$ cat src/rtl/spi_slave_mode_if.sv
// SPI pin bundle plus TX handshake and regfile strobes for spi_slave_mode.
// The slave modport is the DUT view; the master modport is the driving side.
interface spi_slave_mode_if #(
    parameter int FRAME_NBITS = 32,
    parameter int CMD_NBITS   = 8
);
    logic                   i_sclk;
    logic                   i_ssn;
    logic                   i_mosi;
    logic                   i_tx_valid;
    logic [FRAME_NBITS-1:0] i_tx_data;
    logic                   o_tx_ready;
    logic                   o_miso;
    logic                   o_miso_oe;
    logic                   o_cmd_valid;
    logic [CMD_NBITS-1:0]   o_cmd;
    logic                   o_rx_valid;
    logic [FRAME_NBITS-1:0] o_rx_data;
    logic                   o_frame_active;
    logic                   o_frame_err;
    logic                   o_tx_underrun;

    modport slave (
        input  i_sclk, i_ssn, i_mosi, i_tx_valid, i_tx_data,
        output o_tx_ready, o_miso, o_miso_oe, o_cmd_valid, o_cmd,
               o_rx_valid, o_rx_data, o_frame_active, o_frame_err, o_tx_underrun
    );

    modport master (
        output i_sclk, i_ssn, i_mosi, i_tx_valid, i_tx_data,
        input  o_tx_ready, o_miso, o_miso_oe, o_cmd_valid, o_cmd,
               o_rx_valid, o_rx_data, o_frame_active, o_frame_err, o_tx_underrun
    );
endinterface

$ cat src/rtl/spi_slave_mode.sv
// Oversampled SPI slave, any CPOL/CPHA, burst words under one SSN, with a
// double-buffered TX path and command/word strobes toward the register file.
module spi_slave_mode #(
    parameter int FRAME_NBITS = 32,
    parameter int CMD_NBITS   = 8,
    parameter bit CPOL        = 1'b0,
    parameter bit CPHA        = 1'b0,
    parameter int SYNC_STAGES = 2
) (
    input logic            i_clk,
    input logic            i_rst,
    spi_slave_mode_if.slave bus
);

    localparam int CNT_W = $clog2(FRAME_NBITS);
    localparam logic [CNT_W-1:0] LAST_BIT = CNT_W'(FRAME_NBITS - 1);
    localparam logic [CNT_W-1:0] CMD_BIT  = CNT_W'(CMD_NBITS - 1);

    typedef enum logic {IDLE, ACTIVE} state_t;

    state_t state, state_next;

    logic [SYNC_STAGES-1:0] sclk_sync, ssn_sync, mosi_sync;
    logic                   ssn_level;

    logic [FRAME_NBITS-1:0] holding, tx_sh, rx_sh, rx_data;
    logic                   holding_full;
    logic [CNT_W-1:0]       cnt;
    logic [CMD_NBITS-1:0]   cmd;
    logic                   miso_q;
    logic                   cmd_valid, rx_valid, frame_err, tx_underrun;

    // Synchronisers: bit 0 is newest, bit SYNC_STAGES-1 oldest.
    always_ff @(posedge i_clk) begin
        if (i_rst) begin
            sclk_sync <= {SYNC_STAGES{CPOL}};
            ssn_sync  <= '1;
            mosi_sync <= '0;
        end else begin
            // NOTE: every sequential assignment is non-blocking so all flops
            // update from pre-edge values and the chain shifts one stage per clock.
            sclk_sync <= {sclk_sync[SYNC_STAGES-2:0], bus.i_sclk};
            ssn_sync  <= {ssn_sync[SYNC_STAGES-2:0], bus.i_ssn};
            mosi_sync <= {mosi_sync[SYNC_STAGES-2:0], bus.i_mosi};
        end
    end

    logic sclk_rise, sclk_fall, lead_edge, trail_edge, sample_edge, shift_edge;
    logic ssn_fall, ssn_rise, mosi_bit;

    assign sclk_rise   = sclk_sync[SYNC_STAGES-2] & ~sclk_sync[SYNC_STAGES-1];
    assign sclk_fall   = ~sclk_sync[SYNC_STAGES-2] & sclk_sync[SYNC_STAGES-1];
    assign lead_edge   = CPOL ? sclk_fall : sclk_rise;
    assign trail_edge  = CPOL ? sclk_rise : sclk_fall;
    assign sample_edge = CPHA ? trail_edge : lead_edge;
    assign shift_edge  = CPHA ? lead_edge : trail_edge;
    assign mosi_bit    = mosi_sync[SYNC_STAGES-1];

    // SSN only changes level once every sync stage agrees, so a pulse shorter
    // than the synchroniser window never opens or closes a frame.
    assign ssn_fall = ssn_level & (ssn_sync == '0);
    assign ssn_rise = ~ssn_level & (&ssn_sync);

    always_ff @(posedge i_clk) begin
        if (i_rst) begin
            ssn_level <= 1'b1;
            state     <= IDLE;
        end else begin
            if (ssn_fall) ssn_level <= 1'b0;
            else if (ssn_rise) ssn_level <= 1'b1;
            state <= state_next;
        end
    end

    logic edge_en, sample_en, shift_en, word_done, cmd_done, word_start, tx_write;
    logic [FRAME_NBITS-1:0] rx_next, load_word;

    always_comb begin
        // NOTE: defaults first so every path assigns every output and no
        // latch is inferred.
        state_next = state;
        edge_en    = 1'b0;
        word_start = 1'b0;
        unique case (state)
            IDLE: begin
                if (ssn_fall) begin
                    state_next = ACTIVE;
                    word_start = 1'b1;
                end
            end
            ACTIVE: begin
                if (ssn_rise) state_next = IDLE;
                else edge_en = 1'b1;
            end
            default: state_next = IDLE;
        endcase
        if (edge_en && sample_edge && cnt == LAST_BIT) word_start = 1'b1;
    end

    assign sample_en = edge_en & sample_edge;
    assign shift_en  = edge_en & shift_edge;
    assign word_done = sample_en && (cnt == LAST_BIT);
    assign cmd_done  = sample_en && (cnt == CMD_BIT);
    assign rx_next   = {rx_sh[FRAME_NBITS-2:0], mosi_bit};
    assign tx_write  = bus.i_tx_valid & ~holding_full;
    assign load_word = holding_full ? holding : '0;

    always_ff @(posedge i_clk) begin
        if (i_rst) begin
            // NOTE: the whole datapath is cleared on reset so the outputs and
            // the next frame never see stale shift-register or holding contents.
            holding      <= '0;
            holding_full <= 1'b0;
            tx_sh        <= '0;
            rx_sh        <= '0;
            rx_data      <= '0;
            cnt          <= '0;
            cmd          <= '0;
            miso_q       <= 1'b0;
            cmd_valid    <= 1'b0;
            rx_valid     <= 1'b0;
            frame_err    <= 1'b0;
            tx_underrun  <= 1'b0;
        end else begin
            cmd_valid   <= 1'b0;
            rx_valid    <= 1'b0;
            frame_err   <= 1'b0;
            tx_underrun <= 1'b0;

            if (tx_write) holding <= bus.i_tx_data;
            if (word_start) holding_full <= tx_write;
            else if (tx_write) holding_full <= 1'b1;

            // A word start consumes the old holding content; a same-cycle write
            // lands behind it for the following word.
            if (word_start) begin
                tx_underrun <= ~holding_full;
                if (!CPHA && state == IDLE) begin
                    miso_q <= load_word[FRAME_NBITS-1];
                    tx_sh  <= {load_word[FRAME_NBITS-2:0], 1'b0};
                end else begin
                    tx_sh <= load_word;
                end
            end else if (shift_en) begin
                miso_q <= tx_sh[FRAME_NBITS-1];
                tx_sh  <= {tx_sh[FRAME_NBITS-2:0], 1'b0};
            end

            if (sample_en) begin
                rx_sh <= rx_next;
                if (cmd_done) begin
                    cmd       <= rx_next[CMD_NBITS-1:0];
                    cmd_valid <= 1'b1;
                end
                if (word_done) begin
                    rx_data  <= rx_next;
                    rx_valid <= 1'b1;
                    cnt      <= '0;
                end else begin
                    cnt <= cnt + 1'b1;
                end
            end

            // Frame closed: drop any partial word and flag it if bits were lost.
            if (state == ACTIVE && ssn_rise) begin
                frame_err <= (cnt != '0);
                cnt       <= '0;
                rx_sh     <= '0;
                miso_q    <= 1'b0;
            end
        end
    end

    assign bus.o_tx_ready     = ~holding_full;
    assign bus.o_frame_active = (state == ACTIVE);
    assign bus.o_miso_oe      = (state == ACTIVE);
    assign bus.o_miso         = miso_q & (state == ACTIVE);
    assign bus.o_cmd_valid    = cmd_valid;
    assign bus.o_cmd          = cmd;
    assign bus.o_rx_valid     = rx_valid;
    assign bus.o_rx_data      = rx_data;
    assign bus.o_frame_err    = frame_err;
    assign bus.o_tx_underrun  = tx_underrun;

endmodule

$ cat src/flat_wrapper.sv
// flat-port wrapper written by rule: the top's interface ports become plain ports
module spi_slave_mode_flat 
#(
    parameter int FRAME_NBITS = 32,
    parameter int CMD_NBITS   = 8,
    parameter bit CPOL        = 1'b0,
    parameter bit CPHA        = 1'b0,
    parameter int SYNC_STAGES = 2
)
  (i_clk, i_rst, bus_i_sclk, bus_i_ssn, bus_i_mosi, bus_i_tx_valid, bus_i_tx_data, bus_o_tx_ready, bus_o_miso, bus_o_miso_oe, bus_o_cmd_valid, bus_o_cmd, bus_o_rx_valid, bus_o_rx_data, bus_o_frame_active, bus_o_frame_err, bus_o_tx_underrun);
  spi_slave_mode_if #(.FRAME_NBITS(FRAME_NBITS), .CMD_NBITS(CMD_NBITS)) bus_i ();
  input logic i_clk;
  input logic i_rst;
  input wire logic [$bits(bus_i.i_sclk)-1:0] bus_i_sclk;
  input wire logic [$bits(bus_i.i_ssn)-1:0] bus_i_ssn;
  input wire logic [$bits(bus_i.i_mosi)-1:0] bus_i_mosi;
  input wire logic [$bits(bus_i.i_tx_valid)-1:0] bus_i_tx_valid;
  input wire logic [$bits(bus_i.i_tx_data)-1:0] bus_i_tx_data;
  output wire logic [$bits(bus_i.o_tx_ready)-1:0] bus_o_tx_ready;
  output wire logic [$bits(bus_i.o_miso)-1:0] bus_o_miso;
  output wire logic [$bits(bus_i.o_miso_oe)-1:0] bus_o_miso_oe;
  output wire logic [$bits(bus_i.o_cmd_valid)-1:0] bus_o_cmd_valid;
  output wire logic [$bits(bus_i.o_cmd)-1:0] bus_o_cmd;
  output wire logic [$bits(bus_i.o_rx_valid)-1:0] bus_o_rx_valid;
  output wire logic [$bits(bus_i.o_rx_data)-1:0] bus_o_rx_data;
  output wire logic [$bits(bus_i.o_frame_active)-1:0] bus_o_frame_active;
  output wire logic [$bits(bus_i.o_frame_err)-1:0] bus_o_frame_err;
  output wire logic [$bits(bus_i.o_tx_underrun)-1:0] bus_o_tx_underrun;
  assign bus_i.i_sclk = bus_i_sclk;
  assign bus_i.i_ssn = bus_i_ssn;
  assign bus_i.i_mosi = bus_i_mosi;
  assign bus_i.i_tx_valid = bus_i_tx_valid;
  assign bus_i.i_tx_data = bus_i_tx_data;
  assign bus_o_tx_ready = bus_i.o_tx_ready;
  assign bus_o_miso = bus_i.o_miso;
  assign bus_o_miso_oe = bus_i.o_miso_oe;
  assign bus_o_cmd_valid = bus_i.o_cmd_valid;
  assign bus_o_cmd = bus_i.o_cmd;
  assign bus_o_rx_valid = bus_i.o_rx_valid;
  assign bus_o_rx_data = bus_i.o_rx_data;
  assign bus_o_frame_active = bus_i.o_frame_active;
  assign bus_o_frame_err = bus_i.o_frame_err;
  assign bus_o_tx_underrun = bus_i.o_tx_underrun;
  spi_slave_mode #(.FRAME_NBITS(FRAME_NBITS), .CMD_NBITS(CMD_NBITS), .CPOL(CPOL), .CPHA(CPHA), .SYNC_STAGES(SYNC_STAGES)) u_core (.i_clk(i_clk), .i_rst(i_rst), .bus(bus_i));
endmodule
$ cat config.mk
export PLATFORM = sky130hd
export DESIGN_NAME = spi_slave_mode_flat
export DESIGN_NICKNAME = d
export VERILOG_FILES = /design/src/rtl/spi_slave_mode_if.sv /design/src/rtl/spi_slave_mode.sv /design/src/flat_wrapper.sv
export SDC_FILE = /design/constraint.sdc
export NUM_CORES = 1
export LEC_CHECK = 0
export ABC_CLOCK_PERIOD_IN_PS = 2100
export CORE_ASPECT_RATIO = 1.2
export CORE_MARGIN = 3
export CORE_UTILIZATION = 54
export DETAILED_ROUTE_END_ITERATION = 10
export PLACE_DENSITY = 0.78
export SLEW_MARGIN = 20
export SYNTH_ARGS = -nofsm -noshare
export SYNTH_HDL_FRONTEND = slang
export SYNTH_SLANG_ARGS = --single-unit
$ cat constraint.sdc
create_clock -name i_clk -period 2.1 [get_ports i_clk]
set_input_delay 0.315 -clock i_clk [delete_from_list [all_inputs] [get_ports i_clk]]
set_output_delay 0.315 -clock i_clk [all_outputs]
set_load 0.1 [all_outputs]
==> run metrics <==
status=completed; setup_tns=0 ns; RSZ-0062 raised after global routing=no; register bit total from synthesis=154; fmax=506 MHz; startpoint types=flip-flop; Setup Viol. Count Final=0; Overflow after GRT=0; area leader, netlist=dfxtp_1; Rel. slew slack=68.3%; Die Height=123 microns; Placed Area=0.00703 sq mm; Tot GR Track Use=22.0%; Worst Path Class, Setup=reg2out; die area=0.0127 sq mm; # IOs=86; Leak=2.76 nW; TritonCTS buffer count=17; largest cells by area after synthesis=dfxtp_1, nand2_1, a21oi_1; Worst Tran Pin Value=0.476 ns; fin util=68.7%; drc violations=0; worst hold slack=0.263 ns; drt pass-1 iters=4; Critical Path RT=1.78 ns; Synth Flop Type=dfxtp_1; clock skew=0.00795 ns; final RePlAce weighted congestion=0.767; finished layout cell area=0.00762 sq mm; Area Growth Syn to Fin=24.3%; core footprint=0.0111 sq mm; DR iter-0 viols=199; slowest CP cell=dfxtp_2; Power Density=832 mW/mm^2; post-route ant nets=0; Clk pin slew, worst setup/hold paths=0.06 ns; sequential area share after synthesis=50.3%; async set or reset register ratio after synthesis=0%; htree depth=4; Final Hold Fails=0; Commonest cells post-synth=nand2_1, dfxtp_1, a21oi_1; TritonCTS clock tree=done; vias per inst=5.30; Non-Filler Instances=973; Syn Area/Cell=8.32 sq um; Post-CTS Resized=1; Clock Latency Late Sink=0.41 ns; Clock Sink Count=154; max cap viols=0; die width=103 microns; vias in the first global route=4,957; crit-path cells=buf_6 -> buf_12; Synth top area share=50.3%; Post-CTS Setup Bufs=0; Avg WL per Cell=13.8 microns; CTS Root Buffer Type=clkbuf_16; Buf+Inv Stages, Crit Path=2; Starting Density=55.3%; Worst Hold Class=in2reg; Mapped Cells=737; cell row count=42; family with the most delay on the worst path=flip-flops; Nets=847; layout cell share with drive strength beyond 1=13.7%; library cells used by synthesis=39; routed wire length=13.4 mm; Port Buffers=85; Critical Path AT=1.66 ns; most frequent cell after synthesis=nand2_1; Final min period=1.98 ns; detailed placement HPWL=8.81 mm; Max VDD drop=556 uV; initial antenna violation count=0; slowest cell delay on critical path=0.63 ns; Ys Warns=0; Post-Syn Area=0.00613 sq mm; first-pass GRT wire length=22.3 mm; number of synthesized flops with an enable pin=0; largest net degree at the start of global routing=38; clock tree buffer depth=2; placed cell count=941; Final Max Tran Viols=0; vias post-DR=5,161; crit path capture type=output port; Crit Path Max Fanout=26; post-synthesis net count=778; ant diodes=0; Hold Buf Count CTS=0; crit share post-route=94.1%
power by group:
| part | internal, mW | switching (mW) |
|---|---|---|
| combinational | 0.156 | 0.187 |
| sequential | 2.97 | 0.0455 |
| clock | 1.79 | 1.19 |
state kept, by name, summed over array words and instances (netlist names), 2 cells and up:
register / count
u_core.ssn_sync: 2
u_core.tx_sh: 32
u_core.bus.o_cmd: 8
u_core.bus.o_rx_data: 32
u_core.sclk_sync: 2
u_core.holding: 32
u_core.cnt: 5
u_core.rx_sh: 31
u_core.mosi_sync: 2
layer usage:
| layer | vias to the layer above | wire length, microns | GRT usage (%) |
|---|---|---|---|
| li1 | 2610 | - | - |
| met1 | 2420 | 5710 | 25.6 |
| met2 | 114 | 6920 | 37.9 |
| met3 | 17 | 589 | 6.03 |
| met4 | 0 | 198 | 8.34 |
| met5 | - | 0 | 0 |
logic make-up after synthesis:
| kind of cell | Yosys count | share of synthesized area [%] |
|---|---|---|
| flip-flops | 154 | 50.3 |
| multiplexers | 40 | 6.53 |
| XOR/XNOR | 3 | 0.429 |
| buffers and inverters | 59 | 4.43 |
| adder cells (fa/ha/maj) | 3 | 0.612 |
| AND/OR/NAND/NOR | 341 | 24.4 |
| AO/OA/AOI/OAI | 137 | 13.3 |
path summary, 6_finish.rpt:
| path | slack (ns) | cells after the start | to | startpoint |
|---|---|---|---|---|
| hold / removal | 0.26 | 2 | u_core.bus.o_rx_valid | i_rst |
| setup / recovery | 0.12 | 2 | bus_o_miso_oe | u_core.bus.o_frame_active |
| setup reg to reg | 0.17 | 8 | u_core.tx_sh[13] | u_core.cnt[0] |
| hold reg to reg | 0.44 | 1 | u_core.mosi_sync[1] | u_core.mosi_sync[0] |
cell type report:
type | instances | area, sq um
Sequential cell | 154 | 3080
Tap cell | 154 | 193
Timing Repair Buffer | 105 | 961
Fill cell | 869 | 3470
Multi-Input combinational cell | 524 | 2780
Clock buffer | 20 | 447
Inverter | 4 | 15.0
Clock inverter | 12 | 141
cells in the final DEF (no fill, tap or decap), types with 2 or more instances in the layout:
cell type / count
a21oi_1: 100
and3b_1: 4
buf_12: 6
buf_4: 61
buf_6: 2
bufinv_16: 2
clkbuf_1: 2
clkbuf_16: 17
clkdlybuf4s50_1: 36
clkinv_4: 5
clkinvlp_4: 2
dfxtp_1: 153
ha_1: 3
inv_1: 4
inv_6: 2
mux2i_1: 40
nand2_1: 226
nand2b_1: 34
nand3_1: 4
nor2_1: 44
nor2_4: 2
nor2b_1: 5
nor3_1: 7
o221ai_1: 31
or2_2: 2
xnor2_1: 2
metrics by stage:
step | power, mW | setup slack (ns)
2_1_floorplan | 3.28 | 0.0186
3_3_place_gp | 3.41 | 0.225
4_1_cts | 6.39 | 0.116
3_5_place_dp | 3.42 | 0.133
5_1_grt | 6.55 | 0.0480
6_report | 6.34 | 0.125
Power figures use the tool's default switching activity.
